==> src/rtl/fifo_pkg.sv <==
// ============================================================================
// Module      : fifo_pkg
// Description : Shared helpers for sync_fifo_param: pointer-width function,
//               default count width and error-cause encodings.
// Revision    : 1.0 - initial release
// ============================================================================
`default_nettype none

package fifo_pkg;

    // Pointer width for a power-of-two depth; a depth of 1 still needs one bit.
    function automatic int ptr_width(input int depth);
        return (depth > 1) ? $clog2(depth) : 1;
    endfunction

    localparam int FIFO_DEPTH_DEF = 8;
    localparam int FIFO_AW_DEF    = ptr_width(FIFO_DEPTH_DEF);
    localparam int FIFO_CW_DEF    = FIFO_AW_DEF + 1;

    typedef enum logic [1:0] {
        ERR_NONE      = 2'd0,
        ERR_UNDERFLOW = 2'd1,
        ERR_OVERFLOW  = 2'd2
    } err_cause_e;

endpackage

`default_nettype wire

==> src/rtl/fifo_ram.sv <==
// ============================================================================
// Module      : fifo_ram
// Description : WIDTH x DEPTH register array, synchronous write port and a
//               registered read port whose output register is the FIFO dout.
// Revision    : 1.0 - initial release
// ============================================================================
`default_nettype none

module fifo_ram #(
    parameter int WIDTH = 8,
    parameter int DEPTH = 8,
    parameter int AW    = 3
) (
    input  logic             clk,
    input  logic             rst,
    input  logic             we_i,
    input  logic [AW-1:0]    waddr_i,
    input  logic [WIDTH-1:0] wdata_i,
    input  logic             re_i,
    input  logic [AW-1:0]    raddr_i,
    output logic [WIDTH-1:0] rdata_o
);

    logic [WIDTH-1:0] mem_q [DEPTH];
    logic [WIDTH-1:0] rdata_q;

    // Storage is deliberately not reset; the pointers make stale data unreachable.
    always_ff @(posedge clk) begin
        if (we_i) begin
            mem_q[waddr_i] <= wdata_i;
        end
    end

    always_ff @(posedge clk) begin
        if (rst) begin
            rdata_q <= '0;
        end else if (re_i) begin
            rdata_q <= mem_q[raddr_i];
        end
    end

    assign rdata_o = rdata_q;

endmodule

`default_nettype wire

==> src/rtl/sync_fifo_param.sv <==
// ============================================================================
// Module      : sync_fifo_param
// Description : Parametrised synchronous FIFO with full/empty/count and a
//               registered error flag. Optional SYNC_FIFO_ALMOST_EN adds
//               almost_full/almost_empty outputs.
// Revision    : 1.0 - initial release
// ============================================================================
`default_nettype none

module sync_fifo_param
    import fifo_pkg::*;
#(
    parameter int WIDTH = 8,
    parameter int DEPTH = FIFO_DEPTH_DEF
`ifdef SYNC_FIFO_ALMOST_EN
    ,
    parameter int AF_MARGIN = 1,
    parameter int AE_MARGIN = 1
`endif
) (
    input  logic                        clk,
    input  logic                        rst,
    input  logic                        wen,
    input  logic                        ren,
    input  logic [WIDTH-1:0]            din,
    output logic [WIDTH-1:0]            dout,
    output logic                        full,
    output logic                        empty,
    output logic [ptr_width(DEPTH):0]   count,
`ifdef SYNC_FIFO_ALMOST_EN
    output logic                        almost_full,
    output logic                        almost_empty,
`endif
    output logic                        error
);

    localparam int AW = ptr_width(DEPTH);
    localparam int CW = AW + 1;

    logic [AW-1:0] wptr_q, wptr_d;
    logic [AW-1:0] rptr_q, rptr_d;
    logic [CW-1:0] count_q, count_d;
    logic          error_q;
    err_cause_e    cause_d;
    logic          wr_accept;
    logic          rd_accept;

    assign full  = (count_q == CW'(DEPTH));
    assign empty = (count_q == '0);

    always_comb begin
        // Reading frees a slot in the same edge, so a full FIFO still takes a write.
        wr_accept = wen && (!full || ren);
        rd_accept = ren && !empty;

        wptr_d  = wr_accept ? wptr_q + AW'(1) : wptr_q;
        rptr_d  = rd_accept ? rptr_q + AW'(1) : rptr_q;

        count_d = count_q;
        case ({wr_accept, rd_accept})
            2'b10:   count_d = count_q + CW'(1);
            2'b01:   count_d = count_q - CW'(1);
            default: count_d = count_q;
        endcase

        cause_d = ERR_NONE;
        if (ren && empty) begin
            cause_d = ERR_UNDERFLOW;
        end else if (wen && full && !ren) begin
            cause_d = ERR_OVERFLOW;
        end
    end

    always_ff @(posedge clk) begin
        if (rst) begin
            wptr_q  <= '0;
            rptr_q  <= '0;
            count_q <= '0;
            error_q <= 1'b0;
        end else begin
            wptr_q  <= wptr_d;
            rptr_q  <= rptr_d;
            count_q <= count_d;
            error_q <= (cause_d != ERR_NONE);
        end
    end

    fifo_ram #(
        .WIDTH (WIDTH),
        .DEPTH (DEPTH),
        .AW    (AW)
    ) u_ram (
        .clk     (clk),
        .rst     (rst),
        .we_i    (wr_accept),
        .waddr_i (wptr_q),
        .wdata_i (din),
        .re_i    (rd_accept),
        .raddr_i (rptr_q),
        .rdata_o (dout)
    );

    assign count = count_q;
    assign error = error_q;

`ifdef SYNC_FIFO_ALMOST_EN
    assign almost_full  = (int'(count_q) >= (DEPTH - AF_MARGIN));
    assign almost_empty = (int'(count_q) <= AE_MARGIN);
`endif

endmodule

`default_nettype wire

==> config.mk <==
export PLATFORM = sky130hd
export DESIGN_NAME = sync_fifo_param
export DESIGN_NICKNAME = d
export VERILOG_FILES = /design/src/rtl/fifo_pkg.sv /design/src/rtl/fifo_ram.sv /design/src/rtl/sync_fifo_param.sv
export SDC_FILE = /design/constraint.sdc
export NUM_CORES = 1
export LEC_CHECK = 0
export CELL_PAD_IN_SITES_DETAIL_PLACEMENT = 0
export CELL_PAD_IN_SITES_GLOBAL_PLACEMENT = 1
export CORE_ASPECT_RATIO = 1.4
export CORE_UTILIZATION = 45
export DETAILED_ROUTE_END_ITERATION = 12
export PLACE_DENSITY_LB_ADDON = 0.25
export SLEW_MARGIN = 30
export SYNTH_ARGS = -nofsm -noshare
export SYNTH_HDL_FRONTEND = slang
export SYNTH_SLANG_ARGS = --single-unit
==> constraint.sdc <==
create_clock -name clk -period 5.8 [get_ports clk]
set_clock_uncertainty 0.15 [all_clocks]
set_input_delay 1.74 -clock clk [delete_from_list [all_inputs] [get_ports clk]]
set_output_delay 1.74 -clock clk [all_outputs]
set_load 0.02 [all_outputs]
* Yosys cells after proc, flatten, opt, wreduce, memory -nomap -nowiden
Memory sizes are Yosys's and may differ from the RTL's. A register that Yosys moved wholly into a read port is not among the register bits.
Index checks and enable logic that the tools add are counted.
** Word-level totals
- Bits in registers :: 11
- RAM bits :: 64
- Output and inout port bits :: 15
- Memories kept :: 1
** Memory list
- u_ram.mem_q :: words 8, width 8, rd ports 1, clocked after memory_dff 1, write ports 1, RTL line fifo_ram.sv:24 : logic [WIDTH-1:0] mem_q [DEPTH];
** Cells by class
- Add/subtract/negate cells :: 4
- Equal/unequal tests :: 3
- Muxes and demuxes :: 5
- Reduce and logical (&&, ||, !) cells :: 12
** Operators with widths (count)
- $pmux W4 S2 :: 1
- $add A3 B1 Y3 const B :: 2
- $logic_and A1 B1 Y1 :: 5
- $add A4 B1 Y4 const B :: 1
- $eq A4 B4 Y1 const B :: 1
- $logic_not A4 Y1 :: 1
- $mux W2 :: 2
- $reduce_bool A2 Y1 :: 2
- $sub A4 B1 Y4 const B :: 1
- $logic_not A1 Y1 :: 3
- $eq A2 B1 Y1 const B :: 1
- $eq A2 B2 Y1 const B :: 1
- $mux W1 :: 2
- $logic_or A1 B1 Y1 :: 1

* Longest topological paths before layout
Gate-level depths: netlist (run 1).
- Depth in word-level cells :: 6
- Depth in mapped cells :: 10
- Gate-level depth less buffers :: 9

* Modules after synthesis
Synthesis (run 1) repeated with hierarchy kept, for this count alone.
** Second synthesis, totals
- Cells, all modules :: 227
- Area, all modules :: 3403.3 um^2
** By module, submodules not included
- fifo_ram :: times used 1, cells an instance 162, area an instance 2812.7 um^2, sequential area each 2082.0 um^2
- sync_fifo_param :: times used 1, cells an instance 65, area an instance 590.6 um^2, sequential area each 220.2 um^2

* Least setup slack after synthesis (run 1)
Ideal clock, no wire load.
- Path type :: input-to-reg
- Start point :: input ren
- End point :: register count_q[3] (netlist: count[3])
- Data arrival time :: 3.353 ns
- Required time :: 5.529 ns
- Path slack :: 2.176 ns
- Cell stages on the path :: 6
- Path through :: nand2b_1 o21ai_4 ha_1 or3_1 o32ai_1 mux2_2
** On the way
- Word-level cells in the longest chain between the ends :: 4
- Elaborated cells on any way between the ends :: 7
- Classes of those cells :: eq/ne (2); mux (1); reduce/logical (4)
** RTL lines
- start, declared :: RTL line sync_fifo_param.sv:24 : input logic ren,
- $logic_or A1 B1 Y1 :: RTL line sync_fifo_param.sv:53 : wr_accept = wen && (!full || ren);
- $logic_and A1 B1 Y1 :: RTL line sync_fifo_param.sv:53
- $eq A2 B1 Y1 or $eq A2 B2 Y1 (tied branches) :: RTL line sync_fifo_param.sv:60 : case ({wr_accept, rd_accept})
- $pmux W4 S2 or $reduce_bool A2 Y1 (tied branches)
- end signal, assigned :: RTL line sync_fifo_param.sv:83 : count_q <= count_d;
- end, declared :: RTL line sync_fifo_param.sv:42 : logic [CW-1:0] count_q, count_d;
Several ways; a longest one is shown, not always the timed one.
A chain may end at the register's enable or synchronous reset.

* Worst setup path in the final report (run 1)
- Start point :: input ren
- End point :: register count_q[2] (netlist: count[2])
The elaborated chain is that of the path after synthesis.

==> results of run 1 <==
==> power breakdown <==
group	switching, mW	internal [mW]	total [mW]
Sequential	0.0574	0.706	0.763
Clock	0.197	0.241	0.438
Combinational	0.263	0.240	0.503
==> metrics by stage <==
step | utilization | setup WS, ns | power (mW) | instances | hold WS (ns)
final | 0.551 | 1.74 | 1.70 | 327 | 0.358
after global routing | 0.551 | 1.52 | 1.79 | 327 | 0.383
after CTS | 0.550 | 1.72 | 1.72 | 327 | 0.358
after detailed placement | 0.520 | 1.35 | 1.28 | 311 | 0.340
after global placement | 0.518 | 1.46 | 1.27 | 311 | 0.348
after floorplan | - | 2.18 | 1.12 | 196 | 0.342
==> critical path, cell delays in order <==
cell and delay, ns:
clkdlybuf4s50_1 0.50, o41a_1 0.57, ha_1 0.35, xor2_1 0.17, ha_1 0.17, a21oi_1 0.05, xor2_1 0.17, or3_1 0.32
a21oi_1 0.14
==> cell usage in the layout (no fill, tap or decap), drive strengths merged, types with 2 or more instances in the layout <==
| cell type | netlist | routed |
|---|---|---|
| edfxtp | 64 | 64 |
| clkdlybuf4s50 | 0 | 26 |
| nor2 | 24 | 24 |
| dfxtp | 19 | 19 |
| mux4 | 16 | 16 |
| nor3 | 13 | 13 |
| clkbuf | 3 | 11 |
| o22ai | 8 | 8 |
| xor2 | 6 | 6 |
| ha | 5 | 5 |
| nand2b | 4 | 4 |
| a21oi | 4 | 4 |
| or3 | 3 | 3 |
| nand2 | 3 | 3 |
| mux2i | 3 | 3 |
| nor2b | 3 | 3 |
| buf | 6 | 3 |
| o211ai | 2 | 2 |
| inv | 2 | 2 |
| bufinv | 0 | 2 |
| clkinv | 0 | 2 |
| o21ai | 2 | 2 |
==> worst min-delay path by stage <==
stage                                start          endpoint  slack, ns
after floorplan                  rptr_q[2]         rptr_q[2]       0.34
after global routing      u_ram.rdata_o[4]  u_ram.rdata_o[4]       0.38
final                     u_ram.rdata_o[4]  u_ram.rdata_o[4]       0.36
after global placement    u_ram.rdata_o[4]  u_ram.rdata_o[4]       0.35
after detailed placement  u_ram.rdata_o[2]  u_ram.rdata_o[2]       0.34
after CTS                 u_ram.rdata_o[2]  u_ram.rdata_o[2]       0.36
==> logic make-up after synthesis <==
group	share of synthesized area
AO/OA/AOI/OAI	0.0407
XOR/XNOR	0.0188
adder cells (fa/ha/maj)	0.0192
buffers and inverters	0.0184
flip-flops	0.707
multiplexers	0.123
AND/OR/NAND/NOR	0.0723
==> metal layers <==
layer,wire length (um),share of wire,track usage
met1,2570,0.42,0.224
met2,3230,0.52,0.307
met3,277,0.045,0.0479
met4,112,0.018,0.0991
met5,0,0,0
==> sequential cells by signal (all words and copies together) (netlist names) <==
| signal | count |
|---|---|
| u_ram.mem_q | 64 |
| count | 4 |
| error | 1 |
| u_ram.rdata_o | 8 |
| rptr_q | 3 |
| wptr_q | 3 |
==> layout make-up <==
| class | count | area, um2 | area share |
|---|---|---|---|
| Timing Repair Buffer | 29 | 283 | 0.0736 |
| Multi-Input combinational cell | 102 | 923 | 0.240 |
| Clock buffer | 11 | 131 | 0.0342 |
| Inverter | 2 | 7.51 | 0.00195 |
| Clock inverter | 5 | 77.6 | 0.0202 |
| Sequential cell | 83 | 2300 | 0.599 |
| Tap cell | 95 | 119 | 0.0309 |
==> metrics.txt, run 1 <==
Initial Util=0.466; Clock transition at path regs=0.08 ns; final-layout fill cell count=569; Clock Root Buffer=clkbuf_8; Chip Height=103 um; total track usage=0.186; CP Data Arrival Time=4.18 ns; Startpoint Class=input port; Synth top cells by count=64 x edfxtp_1, 24 x nor2_1, 19 x dfxtp_1; Setup Buffers After CTS=0; worst-margin pin slew=0.936 ns; pin count of the biggest net entering global routing=21; Distinct cells, synth=28; Slew Limit Fails=0; FFs w/ async S/R, synth=0; 1st-pass router iterations=4; area delta synth->final=18.1%; Syn Nets=213; highest clock rate=0.246 GHz; Post-synth EDFFs=64; initial antenna violation count=0; unrepaired setup endpoints after global routing=no; pwr dens=444 nW/um2; Total Neg Setup Slack=0 ns; termination of the worst setup path=count[2]; YS warnings=0; flop2flop setup slack=2.94 ns; R2R cell count=9; wire per inst=18.9 um; reg2reg start=count[0]; CP Data Required Time=5.92 ns; vias in the first global route=1,792; post-synthesis cell count=196; Core Area=6980 um2; port bufs=26; post_cts resized=0; final hold vios=0; # DRC=0; area of placed instances=3630 um2; r2r endpoint=count[2]; Slew headroom=0.373; layout cells sized above 1=0.168; Worst-Skew Late Latency=0.36 ns; via count=1,775; GRT overflow=0; final wirelength=6200 um; area leader, netlist=edfxtp_1; Ports=27; LEAKAGE=1.25 nW; Critical Path Source=ren; FP Rows=36; hold depth=2; CP endpoint kind=flop; Die W=73.9 um; Post-Syn Area=3260 um2; Hold Buf Count CTS=0; Mapped Avg Cell Area=16.6 um2; min Tclk post-route=4.06 ns; Vias/cell=5.43; nets=244; endpoints failing setup=0; H-tree lvl count=3; count leader, synth=edfxtp_1; first-iteration detailed-routing DRC count=101; status=complete, no violations; GP Congestion=0.749; TritonCTS clock tree=yes; synthesized flop and latch total=83; Synth area leaders=edfxtp_1 59%, dfxtp_1 12%, mux4_2 11%; CTS Buf Count=9; post-DP HPWL=3940 um; dominant synthesized flop cell=edfxtp_1; CTS Buffer Depth=2; Final Cycle Share=0.700; sequential area share after synthesis=0.707; post-synth top area share=0.590; die area=7580 um2; Worst Setup Path Type=in2reg; max-cap violations=0; CTS Sinks=83; worst min path class=reg2reg; antenna viol nets, final=0; CP max FO=15; Max VDD drop=0.000182 V; diode count=0; design area=3840 um2; first-pass GRT wire length=9660 um
(Power assumes the default switching activity.)
==> run 2, diff against run 1 <==
Settings changed: CORE_UTILIZATION 45 to 44.
Clock period 5.8 ns to 3.3 ns, I/O delays scaled along.
==> run 2 against run 1 <==
Effect of this change: worst setup slack worse by 1.6 ns; first-iteration DRC count up 31%; cell count up 2.8%; critical path type is now reg2out; highest routed layer unchanged.
==> metrics.txt, run 2 (same netlist as run 1, synthesis figures left out) <==
Final Cycle Share=0.951; hold slack=0.344 ns; post-DP HPWL=3780 um; unrepaired setup endpoints after global routing=no; CTS Buf Count=9; area of placed instances=3670 um2; Worst Setup Path Type=reg2out; CP max FO=7; worst-margin pin slew=0.911 ns; first-pass GRT wire length=9250 um; vias in the first global route=1,698; Setup WS pre-CTS=0.0791 ns; Layout Utilization=0.552; Vias/cell=5.35; Clock Root Buffer=clkbuf_8; Worst-Skew Late Latency=0.34 ns; CTS Sinks=83; layout cells sized above 1=0.187; Slew Limit Fails=0; TritonCTS clock tree=yes; highest clock rate=0.319 GHz; Chip Height=104 um; LEAKAGE=1.30 nW; total track usage=0.169; post_cts resized=0; Slew headroom=0.392; worst min path class=reg2reg; pwr dens=779 nW/um2; Clock transition at path regs=0.08 ns; diode count=0; Hold Buf Count CTS=0; CTS Buffer Depth=2; final wirelength=5840 um; FP Rows=36; GRT overflow=0; Initial Util=0.460; nets=253; initial antenna violation count=0; first-iteration detailed-routing DRC count=132; endpoints failing setup=0; via count=1,796; post-layout worst setup margin=0.162 ns; design area=3900 um2; Ports=27; antenna viol nets, final=0; pin count of the biggest net entering global routing=19; Startpoint Class=flop; 1st-pass router iterations=4; CP endpoint kind=primary output; min Tclk post-route=3.14 ns; most common cell after layout, fill and taps aside=edfxtp_1; max reg flops=64; Max VDD drop=0.000349 V; CP Data Arrival Time=2.00 ns; die area=7750 um2; Total Neg Setup Slack=0 ns; # DRC=0; wire per inst=17.4 um; Top reg by flops=u_ram.mem_q; most frequent cells in the layout=64 x edfxtp_1, 26 x clkdlybuf4s50_1, 24 x nor2_1; area delta synth->final=19.8%; Core Area=7070 um2; GP Congestion=0.709; Setup Buffers After CTS=0; final hold vios=0; CP Data Required Time=2.16 ns; max-cap violations=0; Die W=74.7 um; status=complete, no violations; port bufs=26; H-tree lvl count=3
## run 2: cell count changes in the layout (fill, tap and decap cells not counted), moves of 2 or more
| cell | before | now |
|---|---|---|
| buf_4 | 3 | 12 |
| nor3_4 | 2 | 0 |
| nor3_1 | 10 | 13 |
| clkbuf_16 | 0 | 2 |
## run 2: final cells by class
type / count / area [um2]
Clock buffer: 12 / 178
Sequential cell: 83 / 2300
Clock inverter: 4 / 51.3
Multi-Input combinational cell: 102 / 893
Fill cell: 604 / 3170
Tap cell: 95 / 119
Inverter: 2 / 7.51
Timing Repair Buffer: 38 / 350
## run 2: power breakdown
group          internal [mW]  switching [mW]  leakage [nW]
logic                  0.449           0.460         0.452
clock network          0.443           0.355         0.113
registers               1.24          0.0908         0.737
total                   2.13           0.905          1.30
## run 2: path summary, 6_finish.rpt
path / start / cells after the start / end / slack, ns
min reg2reg: u_ram.rdata_o[5] / 2 / u_ram.rdata_o[5] / 0.34
max reg2reg: count[0] / 6 / count[3] / 0.79
max: count[0] / 3 / full / 0.16
min: u_ram.rdata_o[5] / 2 / u_ram.rdata_o[5] / 0.34
## run 2: critical path, cell delays in order, from the launching register on
cell and delay (ns):
dfxtp_1 0.38, or3_1 0.53, nor2_1 0.13, clkdlybuf4s50_1 0.61
## run 2: routing by layer
| metal | wire length, um | GRT usage |
|---|---|---|
| met1 | 2550 | 0.227 |
| met2 | 2980 | 0.270 |
| met3 | 221 | 0.0389 |
| met4 | 79 | 0.0566 |
| met5 | 0 | 0 |
## run 2: per-stage QoR
step,std cells,total power [mW]
floorplan,196,1.97
global placement,320,2.28
detailed placement,320,2.28
CTS,336,3.08
global route,336,3.21
finish,336,3.04
